[src/rtl/adsd_risc_pkg.sv]
// Shared types and constants for the ADSD RISC fetch stage and its control unit.
package adsd_risc_pkg;

  typedef enum logic [1:0] {
    IDLE  = 2'd0,
    FETCH = 2'd1,
    EXEC  = 2'd2,
    HALT  = 2'd3
  } fetch_state_t;

  localparam int OPCODE_W = 4;

  // Opcode map, kept in one place so fetch and control decode agree
  localparam logic [OPCODE_W-1:0] OP_ADD = 4'h0;
  localparam logic [OPCODE_W-1:0] OP_SUB = 4'h1;
  localparam logic [OPCODE_W-1:0] OP_AND = 4'h2;
  localparam logic [OPCODE_W-1:0] OP_OR  = 4'h3;
  localparam logic [OPCODE_W-1:0] OP_LD  = 4'h4;
  localparam logic [OPCODE_W-1:0] OP_ST  = 4'h5;
  localparam logic [OPCODE_W-1:0] OP_BEQ = 4'h6;
  localparam logic [OPCODE_W-1:0] OP_JMP = 4'h7;

endpackage

[src/rtl/adsd_risc_next_pc.sv]
// Next-PC selection: jump (page-relative) beats branch (4-bit signed offset) beats pc+1.
module adsd_risc_next_pc #(
  parameter int ADDR_W  = 16,
  parameter int INSTR_W = 16
) (
  input  logic [ADDR_W-1:0]  pc,
  input  logic [INSTR_W-1:0] instr,
  input  logic               ctrl_branch,
  input  logic               ctrl_jump,
  output logic [ADDR_W-1:0]  next_pc
);

  logic [ADDR_W-1:0] pc_plus1;
  logic [ADDR_W-1:0] br_off;
  logic              unused_hi;

  assign pc_plus1  = pc + ADDR_W'(1);
  assign br_off    = {{(ADDR_W-4){instr[3]}}, instr[3:0]};
  assign unused_hi = ^instr[INSTR_W-1:12];

  // Jump keeps the upper bits of pc+1 and replaces the low 12 bits
  always_comb begin
    next_pc = pc_plus1;
    if (ctrl_jump) begin
      next_pc = {pc_plus1[ADDR_W-1:12], instr[11:0]};
    end else if (ctrl_branch) begin
      next_pc = pc_plus1 + br_off;
    end
  end

endmodule

[src/rtl/adsd_risc_fetch.sv]
// Fetch/PC stage: IDLE -> FETCH (req/ready) -> EXEC -> FETCH/IDLE/HALT.
// Optional perf counters instret_cnt/taken_cnt under ADSD_RISC_FETCH_PERF_EN.
module adsd_risc_fetch
  import adsd_risc_pkg::*;
#(
  parameter int                ADDR_W   = 16,
  parameter int                INSTR_W  = 16,
  parameter logic [ADDR_W-1:0] RESET_PC = '0
) (
  input  logic                clk,
  input  logic                rst,
  input  logic                run,
  input  logic                pc_ld,
  input  logic                ctrl_branch,
  input  logic                ctrl_jump,
  output logic                imem_req,
  output logic [ADDR_W-1:0]   imem_addr,
  input  logic [INSTR_W-1:0]  imem_rdata,
  input  logic                imem_ready,
  output logic [ADDR_W-1:0]   pc,
  output logic [INSTR_W-1:0]  instr,
  output logic [OPCODE_W-1:0] opcode,
  output logic                instr_valid,
`ifdef ADSD_RISC_FETCH_PERF_EN
  output logic [15:0]         instret_cnt,
  output logic [15:0]         taken_cnt,
`endif
  output logic                halted
);

  fetch_state_t       state_q;
  logic [ADDR_W-1:0]  pc_q;
  logic [ADDR_W-1:0]  pc_d;
  logic [INSTR_W-1:0] instr_q;
  logic               req_q;
  logic               valid_q;
  logic               halted_q;

  adsd_risc_next_pc #(
    .ADDR_W (ADDR_W),
    .INSTR_W(INSTR_W)
  ) u_next_pc (
    .pc         (pc_q),
    .instr      (instr_q),
    .ctrl_branch(ctrl_branch),
    .ctrl_jump  (ctrl_jump),
    .next_pc    (pc_d)
  );

  // Outputs are registered alongside the state so they change only at edges
  always_ff @(posedge clk or negedge rst) begin
    if (!rst) begin
      state_q  <= IDLE;
      pc_q     <= RESET_PC;
      instr_q  <= '0;
      req_q    <= 1'b0;
      valid_q  <= 1'b0;
      halted_q <= 1'b0;
    end else begin
      case (state_q)
        IDLE: begin
          if (run) begin
            state_q <= FETCH;
            req_q   <= 1'b1;
          end
        end
        FETCH: begin
          if (imem_ready) begin
            instr_q <= imem_rdata;
            req_q   <= 1'b0;
            valid_q <= 1'b1;
            state_q <= EXEC;
          end
        end
        EXEC: begin
          valid_q <= 1'b0;
          if (pc_ld) begin
            pc_q <= pc_d;
            if (run) begin
              state_q <= FETCH;
              req_q   <= 1'b1;
            end else begin
              state_q <= IDLE;
            end
          end else begin
            state_q  <= HALT;
            halted_q <= 1'b1;
          end
        end
        HALT: begin
        end
        default: state_q <= IDLE;
      endcase
    end
  end

  assign imem_req    = req_q;
  assign imem_addr   = pc_q;
  assign pc          = pc_q;
  assign instr       = instr_q;
  assign opcode      = instr_q[INSTR_W-1:INSTR_W-OPCODE_W];
  assign instr_valid = valid_q;
  assign halted      = halted_q;

`ifdef ADSD_RISC_FETCH_PERF_EN
  logic [15:0] instret_q;
  logic [15:0] taken_q;

  always_ff @(posedge clk or negedge rst) begin
    if (!rst) begin
      instret_q <= '0;
      taken_q   <= '0;
    end else if (state_q == EXEC && pc_ld) begin
      instret_q <= instret_q + 16'd1;
      if (ctrl_branch || ctrl_jump) begin
        taken_q <= taken_q + 16'd1;
      end
    end
  end

  assign instret_cnt = instret_q;
  assign taken_cnt   = taken_q;
`endif

endmodule

[config.mk]
export PLATFORM = sky130hd
export DESIGN_NAME = adsd_risc_fetch
export DESIGN_NICKNAME = d
export VERILOG_FILES = /design/src/rtl/adsd_risc_pkg.sv /design/src/rtl/adsd_risc_next_pc.sv /design/src/rtl/adsd_risc_fetch.sv
export SDC_FILE = /design/constraint.sdc
export NUM_CORES = 1
export LEC_CHECK = 0
export ABC_AREA = 0
export CAP_MARGIN = 20
export CELL_PAD_IN_SITES_DETAIL_PLACEMENT = 1
export CELL_PAD_IN_SITES_GLOBAL_PLACEMENT = 2
export CORE_UTILIZATION = 32
export CTS_CLUSTER_DIAMETER = 60
export DETAILED_ROUTE_END_ITERATION = 12
export GPL_ROUTABILITY_DRIVEN = 0
export PLACE_DENSITY_LB_ADDON = 0.15
export SYNTH_ARGS = -nofsm -noshare
export SYNTH_HDL_FRONTEND = slang
export SYNTH_HIERARCHICAL = 1
export SYNTH_SLANG_ARGS = --single-unit
export TNS_END_PERCENT = 100
[constraint.sdc]
create_clock -name clk -period 4.62 [get_ports clk]
set_input_delay 0.924 -clock clk [delete_from_list [all_inputs] [get_ports clk]]
set_output_delay 0.924 -clock clk [all_outputs]
set_load 0.02 [all_outputs]
==> results.sh <==
export IMPL_drv_cap=0
export IMPL_placed_cell_area_um2=3785
export IMPL_dr_total_vias=2535
export IMPL_clk_path_buf_depth=2
export IMPL_crit_start="imem_addr[0]"
export IMPL_reg2reg_from="imem_addr[0]"
export IMPL_skew_ps=4.694
export IMPL_hold_class="flip-flop to flip-flop"
export IMPL_ys_ff_latch=37
export IMPL_portBuffers=77
export IMPL_syn2layout_area_growth_pct=28.62
export IMPL_grt_pass1_vias=2598
export IMPL_cts_setup_buffers=0
export IMPL_ys_async_sr_fraction=1.000
export IMPL_yosysTopAreaCell="dfrtp_1"
export IMPL_post_route_min_period_ps=3474
export IMPL_htree_levels=2
export IMPL_die_area_um2=9915
export IMPL_n_antenna_cell=0
export IMPL_peakVddDrop_mv=0.3344
export IMPL_hold_path_depth=1
export IMPL_ys_types=51
export IMPL_start_util=0.3297
export IMPL_crit_type="flip-flop to flip-flop"
export IMPL_hp_start="halted"
export IMPL_worst_pin_slew_ps=875.3
export IMPL_critPathArrivalTime_ps=3660
export IMPL_die_width_um=99.58
export IMPL_crit_required_ps=4800
export IMPL_grt_pass1_wl_um=13400
export IMPL_max_slew_margin_rel=0.4165
export IMPL_dpl_hpwl_um=6448
export IMPL_outcome="finished clean"
export IMPL_syn_area_um2=3047
export IMPL_power_density_nw_per_um2=921.0
export IMPL_ys_seq_area_frac=0.3039
export IMPL_path_max_fanout=9
export IMPL_synth_ff_type="dfrtp_1"
export IMPL_critPathLaunchType="flip-flop"
export IMPL_clkTransAtPathRegs_ps=80
export IMPL_fp_coreArea_um2=9240
export IMPL_synth_area_top_cells="dfrtp_1, ha_1, mux2_2"
export IMPL_final_cell_mix="clkdlybuf4s50_1, dfrtp_1, ha_1, mux2_2, nor2_1"
export IMPL_clock_sinks=37
export IMPL_tritoncts="yes"
export IMPL_critical_path_max_stage_delay_ps=480
export IMPL_synth_nets=366
export IMPL_syn_avg_cell_area_um2=9.611
export IMPL_finalNonFillerCells=504
export IMPL_ios=78
export IMPL_ctsHoldBuffers=0
export IMPL_multi_input_area_um2=1887
export IMPL_rsz0062_at_grt="no"
export IMPL_yosysTopAreaCellShare=0.3039
export IMPL_setup_viol=0
export IMPL_n_fill_cell=1050
export IMPL_wirelength_um=8263
export IMPL_clock_fmax_mhz=287.9
export IMPL_grt_max_degree=38
export IMPL_setup_tns_ps=0
export IMPL_die_h_um=99.58
export IMPL_antenna_left=0
export IMPL_final_period_utilization=0.7519
export IMPL_synth_edf_count=0
export IMPL_synth_warnings=6
export IMPL_vias_per_cell=5.030
export IMPL_num_rows=35
export IMPL_crit_path_top_delay_cell="nor3_1"
export IMPL_place_inst=496
export IMPL_routedWlPerCell_um=16.39
export IMPL_syn_inst=317
export IMPL_root_buffer="clkbuf_8"
export IMPL_grt_use_total=0.1730
export IMPL_postLayoutCellArea_um2=3919
export IMPL_slew_violations=0
export IMPL_nNetsFinal=423
export IMPL_reg2regPathDepth=13
export IMPL_dr_pass1_iters=4
export IMPL_antenna_found_initial=0
export IMPL_worstPathCellList="ha_1 -> nand2_1 -> nor3_1 -> nand3_1 -> xnor2_1 -> ha_1 -> a21oi_1 -> o21ai_0 -> o21ai_0 -> a21oi_1 -> nor3_1 -> xnor2_1 -> mux2_2"
export IMPL_drcViolationCount=0
export IMPL_end_kind="flip-flop"
export IMPL_regArea_um2=925.9
export IMPL_final_hold_viol_count=0
export IMPL_first_iter_violations=89
export IMPL_numCtsBuffers=5
export IMPL_final_common_cell="clkdlybuf4s50_1"
export IMPL_overflow=0
export IMPL_drive_gt1_frac=0.1493
export IMPL_p_leak_nw=1.702
export IMPL_cts_resized=0
export IMPL_clock_latency_ps=290
==> worst max-delay path: cells and delay by family (launching register included) <==
family                     cells  cell delay [ps]
xor gates and xnor gates       2              340
muxes                          1              260
and+or+nand+nor                4             1040
AOI/OAI and AO/OA              4              650
DFF                            1              470
adders and majority gates      2              630
==> layer usage <==
metal,global-route usage,wire length (um)
met3,0.03584,425
met1,0.2446,4055
met2,0.2671,3688
met5,0,0
met4,0.04751,94
==> sequential cells by signal (all words and copies together), names as in the netlist <==
| register | count |
|---|---|
| imem_addr | 16 |
| instr | 16 |
| state_q | 2 |
| halted | 1 |
| imem_req | 1 |
| instr_valid | 1 |
==> through the flow <==
step,worst slack (ps),util,hold WS [ps],power [W]
after floorplan,1547,-,575.1,0.002492
after global placement,1334,0.4096,483.8,0.003255
after detailed placement,1197,0.4096,485.5,0.003276
after CTS,1164,0.4241,512.1,0.003648
after global routing,876.4,0.4241,518.3,0.003907
final,1146,0.4241,501.5,0.003609
==> layout make-up <==
cell class                 instances  area share
clock inverter                     3     0.01660
sequential                        37      0.2363
multi-input combinational        242      0.4815
tap                              129     0.04119
timing repair buffer              78      0.1973
inverter                          10    0.009579
clock buffer                       5     0.01756
==> cells in the mapped netlist (2+ instances only) <==
cell type   n
a211oi_1    4
a211oi_2    2
a21o_1      4
a21oi_1    17
a31oi_1     3
and2_1      2
and3_1      4
buf_4      20
buf_6       2
clkbuf_1    5
dfrtp_1    37
ha_1       25
inv_1       9
mux2_2     23
mux2_4     10
mux2i_1     7
nand2_1    20
nand2b_1    4
nand3_1    10
nand4_1     2
nor2_1     23
nor2b_1     2
nor3_1      6
o211ai_1    3
o21ai_0    20
o22ai_1     4
o31ai_1     2
or2_2       2
xnor2_1    11
xor2_1     13
==> cells by family after synthesis <==
kind of cell	Yosys count	synth area share
flip-flops	37	0.3039
AO/OA/AOI/OAI	70	0.1536
XOR/XNOR	24	0.06899
multiplexers	40	0.1573
adder cells (fa/ha/maj)	26	0.1092
AND/OR/NAND/NOR	82	0.1302
buffers and inverters	38	0.07679
==> where the power goes <==
part	switching [W]	internal, W
clock	0.000123	0.000215
sequential	0.000249	0.000485
combinational	0.00134	0.00120
total	0.00171	0.00190
==> path summary, 6_finish.rpt <==
path                                      end  slack (ps)
max in group asynchronous        imem_addr[0]        3330
worst min-delay path                   halted         500
min in group asynchronous          state_q[0]         740
worst max register to register  imem_addr[15]        1150
worst max-delay path            imem_addr[15]        1150
worst min register to register         halted         500
No activity file was read; power rests on OpenSTA's default activity.
